===== config.mk =====
export PLATFORM = sky130hd
export DESIGN_NAME = i2c_return_mux
export DESIGN_NICKNAME = d
export VERILOG_FILES = /design/src/rtl/i2c_mux_pkg.sv /design/src/rtl/i2c_cond_detect.sv /design/src/rtl/i2c_return_mux.sv
export SDC_FILE = /design/constraint.sdc
export NUM_CORES = 1
export LEC_CHECK = 0
export CELL_PAD_IN_SITES_DETAIL_PLACEMENT = 1
export CELL_PAD_IN_SITES_GLOBAL_PLACEMENT = 2
export CORE_MARGIN = 2
export CORE_UTILIZATION = 36
export DETAILED_ROUTE_END_ITERATION = 16
export PLACE_DENSITY_LB_ADDON = 0.1
export SYNTH_ARGS = -nofsm -noshare
export SYNTH_HDL_FRONTEND = slang
export SYNTH_HIERARCHICAL = 1
export SYNTH_SLANG_ARGS = --single-unit

===== constraint.sdc =====
create_clock -name clk -period 2.7 [get_ports clk]
set_clock_uncertainty 0.2 [all_clocks]
set_input_delay 0.27 -clock clk [delete_from_list [all_inputs] [get_ports clk]]
set_output_delay 0.27 -clock clk [all_outputs]
set_load 0.01 [all_outputs]

===== src/rtl/i2c_mux_pkg.sv =====
// Shared types and sizing for the I2C return-path multiplexer.
package i2c_mux_pkg;

  localparam int CHANNELS = 8;
  localparam int SEL_W    = 3;

  typedef enum logic [1:0] {
    ST_IDLE   = 2'd0,
    ST_BUSY   = 2'd1,
    ST_SWITCH = 2'd2
  } state_e;

endpackage


===== src/rtl/i2c_cond_detect.sv =====
// Input synchronizers for upstream SCL/SDA and every segment SDA, plus
// START/STOP condition detection as single-cycle pulses.
module i2c_cond_detect
  import i2c_mux_pkg::*;
#(
  parameter int SYNC_STAGES = 2
) (
  input  logic                clk,
  input  logic                reset_n,
  input  logic                scl_raw,
  input  logic                sda_raw,
  input  logic [CHANNELS-1:0] seg_sda_raw,
  output logic                scl_s,
  output logic                sda_s,
  output logic [CHANNELS-1:0] seg_sda_s,
  output logic                start_pulse,
  output logic                stop_pulse
);

  localparam int W = CHANNELS + 2;

  logic [W-1:0] sync_q [SYNC_STAGES];
  logic [W-1:0] sync_d [SYNC_STAGES];
  logic [1:0]   prev_q, prev_d;  // {scl, sda} one sample behind the sync output

  always_comb begin
    sync_d[0] = {scl_raw, sda_raw, seg_sda_raw};
    for (int i = 1; i < SYNC_STAGES; i++) sync_d[i] = sync_q[i-1];
    prev_d = sync_q[SYNC_STAGES-1][W-1 -: 2];
  end

  // NOTE: reset loads "released" (1) into every stage so that leaving reset
  // can never look like an SDA falling edge, i.e. a spurious START.
  always_ff @(posedge clk or negedge reset_n) begin
    if (!reset_n) begin
      for (int i = 0; i < SYNC_STAGES; i++) sync_q[i] <= '1;
      prev_q <= '1;
    end else begin
      // NOTE: non-blocking assignments let every stage sample the old value
      // of its predecessor, which is what makes this a shift chain.
      for (int i = 0; i < SYNC_STAGES; i++) sync_q[i] <= sync_d[i];
      prev_q <= prev_d;
    end
  end

  assign {scl_s, sda_s, seg_sda_s} = sync_q[SYNC_STAGES-1];

  assign start_pulse = prev_q[1] & scl_s & prev_q[0] & ~sda_s;
  assign stop_pulse  = scl_s & ~prev_q[0] & sda_s;

endmodule


===== src/rtl/i2c_return_mux.sv =====
// Selects which downstream segment's SDA is returned to the master, and only
// re-targets the select between transactions (after STOP or idle timeout).
module i2c_return_mux
  import i2c_mux_pkg::*;
#(
  parameter int SYNC_STAGES  = 2,
  parameter int IDLE_TIMEOUT = 1000
) (
  input  logic                clk,
  input  logic                reset_n,
  input  logic                sclIn,
  input  logic                sdaMaster,
  input  logic [CHANNELS-1:0] sdaIn,
  input  logic [SEL_W-1:0]    selReq,
  input  logic                selValid,
  output logic                selReady,
  output logic [SEL_W-1:0]    select,
  output logic                sdaOut,
  output logic                busBusy,
  output logic                switchDone
);

  localparam int              CNT_W   = $clog2(IDLE_TIMEOUT + 1);
  localparam logic [CNT_W-1:0] CNT_MAX = CNT_W'(IDLE_TIMEOUT);

  state_e              state_q, state_d;
  logic [SEL_W-1:0]    select_q, select_d;
  logic [SEL_W-1:0]    pend_q, pend_d;
  logic                pend_valid_q, pend_valid_d;
  logic                sda_out_q, sda_out_d;
  logic [CNT_W-1:0]    cnt_q, cnt_d;

  logic                scl_s, sda_s, start_p, stop_p;
  logic [CHANNELS-1:0] seg_sda_s;
  logic                accept, have_req, bus_free;
  logic [SEL_W-1:0]    req_val;

  i2c_cond_detect #(.SYNC_STAGES(SYNC_STAGES)) u_cond (
    .clk         (clk),
    .reset_n     (reset_n),
    .scl_raw     (sclIn),
    .sda_raw     (sdaMaster),
    .seg_sda_raw (sdaIn),
    .scl_s       (scl_s),
    .sda_s       (sda_s),
    .seg_sda_s   (seg_sda_s),
    .start_pulse (start_p),
    .stop_pulse  (stop_p)
  );

  // A request arriving in the same cycle as the bus frees up is used directly.
  assign accept   = selValid & ~pend_valid_q;
  assign have_req = pend_valid_q | accept;
  assign req_val  = pend_valid_q ? pend_q : selReq;
  assign bus_free = stop_p | (cnt_q == CNT_MAX);

  always_comb begin
    // NOTE: every _d gets its hold value first so no path leaves one
    // unassigned, which would otherwise infer a latch.
    state_d      = state_q;
    select_d     = select_q;
    pend_d       = pend_q;
    pend_valid_d = pend_valid_q;
    cnt_d        = '0;

    if (accept) begin
      pend_d       = selReq;
      pend_valid_d = 1'b1;
    end

    case (state_q)
      ST_IDLE: begin
        if (start_p)       state_d = ST_BUSY;
        else if (have_req) state_d = ST_SWITCH;
      end
      ST_BUSY: begin
        if (bus_free)            state_d = have_req ? ST_SWITCH : ST_IDLE;
        else if (scl_s && sda_s) cnt_d = (cnt_q == CNT_MAX) ? cnt_q : cnt_q + 1'b1;
      end
      ST_SWITCH: begin
        state_d      = ST_IDLE;
        pend_valid_d = 1'b0;
        pend_d       = '0;
      end
      default: state_d = ST_IDLE;
    endcase

    // select is loaded on the edge into SWITCH so it is visible during SWITCH.
    if (state_d == ST_SWITCH && state_q != ST_SWITCH) select_d = req_val;

    sda_out_d = (state_d == ST_SWITCH) ? 1'b1 : seg_sda_s[select_q];
  end

  always_ff @(posedge clk or negedge reset_n) begin
    if (!reset_n) begin
      state_q      <= ST_IDLE;
      select_q     <= '0;
      pend_q       <= '0;
      pend_valid_q <= 1'b0;
      sda_out_q    <= 1'b1;
      cnt_q        <= '0;
    end else begin
      state_q      <= state_d;
      select_q     <= select_d;
      pend_q       <= pend_d;
      pend_valid_q <= pend_valid_d;
      sda_out_q    <= sda_out_d;
      cnt_q        <= cnt_d;
    end
  end

  assign selReady   = ~pend_valid_q;
  assign select     = select_q;
  assign sdaOut     = sda_out_q;
  assign busBusy    = (state_q == ST_BUSY);
  assign switchDone = (state_q == ST_SWITCH);

endmodule


== After elaboration in Yosys (flattened, before gate mapping) ==
Index checks and enable logic that the tools add are counted.

* Bits in registers: 42
* Bits of input ports: 16
* Output and inout port bits: 7
* Word-level logic and storage cells: 49

* Add/sub/neg operators: 1
* Order comparisons: 1
* Eq/ne operators: 6
* Multiplexer cells: 17
* Bitwise logic cells: 11
* Reduce and logical (&&, ||, !) cells: 4

{| class="wikitable"
|+ Operators by type and width
! kind !! number
|-
| 2-to-1 mux 10 bit || 4
|-
| adder 10 x 1 -> 10 bit, second input constant || 1
|-
| == test 10 bit, second input constant || 1
|-
| 2-to-1 mux 3 bit || 3
|-
| 2-to-1 mux 2 bit || 4
|-
| AND 1 bit || 6
|-
| == test 2 bit, second input constant || 2
|-
| less-than comparator 3 x 4 -> 1 bit, second input constant || 1
|-
| 2-to-1 mux 1 bit || 4
|-
| != test 4 bit, second input constant || 1
|-
| case mux 2 bit (2 select lines) || 1
|-
| binary-select mux 1 bit (select 3 bit) || 1
|-
| inverter 1 bit || 3
|-
| == test 2 x 1 -> 1 bit, second input constant || 1
|-
| logical AND 1 bit || 2
|-
| zero test 2 bit || 1
|-
| != test 2 bit, second input constant || 1
|-
| bitwise OR 1 bit || 2
|-
| nonzero test 2 bit || 1
|}

== Depth between registers and ports, before layout ==
* Word-level depth: 8
* Depth in mapped cells: 7
* Gate-level depth less buffers: 6

== Cells and area by module ==
Netlist, hierarchy kept.

{| class="wikitable"
|+ Modules (own cells, without submodules)
! module !! times used !! cells each !! area each (um2) !! sequential area each (um2)
|-
| i2c_return_mux || 1 || 88 || 977.2 || 501.7
|-
| i2c_cond_detect || 1 || 24 || 598.1 || 578.1
|}

== Least setup slack after synthesis ==
No wires, ideal clock.

* Path type: flip-flop to flip-flop
* Start point: reg u_cond.prev_q[0]
* End point: reg cnt_q[2]
* Setup time: 0.071 ns
* Arrival time: 1.577 ns
* Data required time: 2.429 ns
* Path slack: 0.852 ns
* Stages on the path, launching flop included: 6
* Clock period less this slack: 1.848 ns
* Cell sequence: dfstp_2 > and3b_2 > nand2b_1 > or4_1 > buf_6 > nor2_1

* Word-level cells in the longest chain between the ends: 6
* Elaborated cells on any way between the ends: 7
* Classes of those cells: 1 x eq/ne; 2 x mux; 4 x bitwise

{| class="wikitable"
|+ Ends and longest elaborated chain
! what !! RTL line !! RTL
|-
| start: declaration || i2c_cond_detect.sv:24 || <nowiki>logic [1:0] prev_q, prev_d;</nowiki>
|-
| start signal: assignment || i2c_cond_detect.sv:42 || <nowiki>prev_q <= prev_d;</nowiki>
|-
| inverter 1 bit * || i2c_cond_detect.sv:49 || <nowiki>assign stop_pulse = scl_s & ~prev_q[0] & sda_s;</nowiki>
|-
| AND 1 bit * (2 in a row) || i2c_cond_detect.sv:49 ||
|-
| net stop_p || i2c_return_mux.sv:33 || <nowiki>logic scl_s, sda_s, start_p, stop_p;</nowiki>
|-
| bitwise OR 1 bit * || i2c_return_mux.sv:55 || <nowiki>assign bus_free = stop_p | (cnt_q == CNT_MAX);</nowiki>
|-
| 2-to-1 mux 10 bit || i2c_return_mux.sv:77 || <nowiki>if (bus_free) state_d = have_req ? ST_SWITCH : ST_IDLE;</nowiki>
|-
| 2-to-1 mux 10 bit || i2c_return_mux.sv:71 || <nowiki>case (state_q)</nowiki>
|-
| end signal: assignment || i2c_return_mux.sv:108 || <nowiki>cnt_q <= cnt_d;</nowiki>
|-
| end: declaration || i2c_return_mux.sv:31 || <nowiki>logic [CNT_W-1:0] cnt_q, cnt_d;</nowiki>
|}

The timed path passes the listed nets; every way through them passes the cells marked *.
A chain may end at the register's enable or synchronous reset.

== Worst setup path after layout ==
* Start point: reg state_q[1]
* End point: out switchDone

* Word-level cells in the longest chain between the ends: 1

{| class="wikitable"
|+ Ends and longest elaborated chain
! what !! RTL line !! RTL
|-
| start: declaration || i2c_return_mux.sv:26 || <nowiki>state_e state_q, state_d;</nowiki>
|-
| start signal: assignment || i2c_return_mux.sv:103 || <nowiki>state_q <= state_d;</nowiki>
|-
| == test 2 bit || i2c_return_mux.sv:116 || <nowiki>assign switchDone = (state_q == ST_SWITCH);</nowiki>
|-
| end: declaration || i2c_return_mux.sv:20 || <nowiki>output logic switchDone</nowiki>
|}

Every way passes these cells.

==> results.md <==
* Status: complete, no violations
* Leading area contributor after synthesis: dfstp_2
* Synth-to-Final Area Change at 24.31%
* Max Clk Rate at about 0.47 GHz
* HP Class: flop to flop
* Pwr Total at between 1.5 and 2 mW
* Hpwl dp at between 1500 and 2000 um
* Gr ovfl total at 0
* Nets@finish at roughly 160
* Post-route ant nets at 0
* Crit-path max FO at 5
* Mapped Area at approximately 1600 sq um
* Yosys reg bits at 42
* Most common cell after layout, fill and taps aside: dfstp_2
* CP Launch Point: state_q[1]
* Worst Max-Slew Pin Slew at a little under 900 ps
* Max clock buf depth at 2
* Die Y at roughly 70 um
* Routed length per instance at approximately 13 um
* Drt drc at 0
* H-tree levels at 2
* Logic pwr share at roughly 22%
* Crit. End Element: output port
* Slew Limit Fails at 0
* Die width at between 70 and 80 um
* CTS Root Cell: clkbuf_8
* CTS Buf Count at 5
* Hold Violations, Final at 0
* PD cells at about 810 nW/um^2
* Die ar. at 4921 sq um
* Clock share of power at between 20% and 30%
* Max transition margin at just over 40%
* Slowest CP cell: clkdlybuf4s50_1
* Internal at roughly 1.2 mW
* Commonest non-fill, non-tap cells in the layout: 23 x dfstp_2, 21 x clkdlybuf4s50_1, 19 x dfrtp_1
* Largest cells by area after synthesis: dfstp_2 38%, dfrtp_1 30%, nor2_1 4.3%
* Sequential power share at between 50% and 60%
* Setup TNS at 0 ps
* Fin crit period at approximately 2100 ps
* Peak VDD IR at 350.8 uV
* Post-synth top area share at a little under two fifths
* Fin cells at between 150 and 200
* GP Congestion at 0.6694
* ANT cells at 0
* # resized after CTS at 0
* Total Routing Usage GR at between 10% and 20%
* Dpl cells at 185
* Initial Util at about 37%
* Setup bufs post-CTS at 0
* Pre-antenna DRT Iters at 2
* Syn Area/Cell at ~14 sq um
* Max incr delay on CP at ~610 ps
* Hold Buf Count CTS at 1
* Worst Setup EP: switchDone
* Fin crit share at 78.64%
* Via count at 925
* Sw Ratio at between 20% and 30%
* DR iter-0 viols at 16
* Site Rows at 24
* Cell variety after synth at 25
* Reg-to-reg slack, setup at around 650 ps
* P_leak at around 0.80 nW
* Syn. warnings at 6
* Worst-path clk slew at ~80 ps
* Core ar. at between 4000 and 5000 sq um
* Largest net degree at the start of global routing at between 40 and 50
* Seq/Total Area, Yosys at 68.55%
* Critical-path cell list: nor2b_1, clkdlybuf4s50_1
* Worst skew pair latency at roughly 290 ps
* Max_cap viols at 0
* RSZ-0062 raised after global routing: false
* CP Launch Type: flop
* Vias per cell at between 4 and 5
* CP required at between 2000 and 2500 ps
* Routed WL at roughly 2600 um
* Buffers on Ports at 22
* Final Setup Violations at 0
* Psw at 410.2 uW
* Syn Inst Count at around 110
* Worst R2R Start: u_cond/prev_q[0]
* Worst Reg-to-Reg Cells at 4
* CTS tree: done
* Initial antenna violation count at 0
* Syn Nets at 130
* Register cell area after layout at about 1100 sq um
* Io pins at 23
* Multi-input logic area at about 470 sq um
* Share of layout cells above drive strength 1 at between 20% and 30%
* FILL cells at approximately 460
* CP Data Arrival Time at 1650 ps
* Vias in the first global route at around 960
* CP Class: flop to output port
* Global-route wire length before repair at 4519 um
* Sink Count at 42
* FF-to-FF End: cnt_q[6]
==> synthesized netlist by cell type (all sizes together) <==
library cell and count:
nor2b 3, nand2b 2, dfrtp 19, mux4 2, and4b 1, inv 4, or4 1, nand2 6
xor2 2, mux2i 3, buf 1, nor3 4, a211o 1, ha 2, a221oi 1, nand3 3
nor2 18, nand4b 1, xnor2 6, dfstp 23, and3b 1, nand4 1, o211a 1, mux2 6
==> power by group through the flow <==
| stage | clock network [mW] | registers [mW] | logic (mW) |
|---|---|---|---|
| 5_1_grt | 0.510 | 0.815 | 0.375 |
| 3_3_place_gp | 0 | 0.807 | 0.347 |
| 2_1_floorplan | 0 | 0.805 | 0.187 |
| 3_5_place_dp | 0 | 0.811 | 0.355 |
| 6_report | 0.450 | 0.797 | 0.347 |
| 4_1_cts | 0.473 | 0.800 | 0.356 |
==> critical path: cells and delay by family, from the launching register on <==
family                 cells  cell delay [ps]
buffers and inverters      1              610
DFF                        1              400
and+or+nand+nor            1              350
==> sequential cells by signal, summed over array words and instances (netlist names) <==
name,flops
cnt_q,10
u_cond/sync_d,10
u_cond/seg_sda_s,8
pend_q,3
select,3
state_q,2
u_cond/prev_q,2
pend_valid_q,1
sdaOut,1
u_cond/scl_s,1
u_cond/sda_s,1
==> layer usage <==
layer | part of all wire [%] | track usage (%) | wire (um) | vias up
met4 | 2.0 | 5.769 | 51 | 0
met2 | 48 | 18.73 | 1256 | 19
met5 | 0 | 0 | 0 | -
met3 | 4.7 | 4.906 | 123 | 7
li1 | - | - | - | 429
met1 | 45 | 14.77 | 1170 | 470
==> how the worst min path moves through the flow <==
stage,from,to,slack (ps),cells past startpoint
floorplan,reset_n,cnt_q[0],-230,0
global placement,u_cond/sync_d[9],u_cond/scl_s,150,0
detailed placement,u_cond/sync_d[4],u_cond/seg_sda_s[4],150,0
CTS,u_cond/sync_d[0],u_cond/seg_sda_s[0],160,0
global route,sdaIn[3],u_cond/sync_d[3],150,1
finish,u_cond/sync_d[0],u_cond/seg_sda_s[0],160,0
==> metrics by stage <==
step | hold slack [ps] | cell area [sq um] | util (%) | setup WS, ps
detailed placement | 147.5 | 1844 | 42.95 | 644.2
CTS | 158.2 | 1958 | 45.60 | 538.3
global route | 149.4 | 1958 | 45.60 | 478.2
finish | 156.8 | 1958 | 45.60 | 576.8
global placement | 146.7 | 1844 | 42.95 | 689.3
floorplan | -225.6 | 1575 | - | 851.8
==> layout make-up <==
cell class	instances	area share, %
clock buffer	7	4.984
clock inverter	1	0.3195
inverter	4	0.7668
multi-input combinational	65	23.96
sequential	42	55.14
tap	52	3.323
timing repair buffer	23	11.50
==> kinds of logic (layout without fill, tap and decap cells) <==
logic type | after synthesis | count (layout) | share of synthesized area, %
flip-flops | 42 | 42 | 68.55
AND/OR/NAND/NOR | 41 | 41 | 12.95
multiplexers | 11 | 11 | 9.054
XOR/XNOR | 8 | 8 | 4.448
buffers and inverters | 5 | 35 | 1.668
AO/OA/AOI/OAI | 3 | 3 | 1.748
adder cells (fa/ha/maj) | 2 | 2 | 1.588
Note: power is estimated with default switching activity, not from simulation.
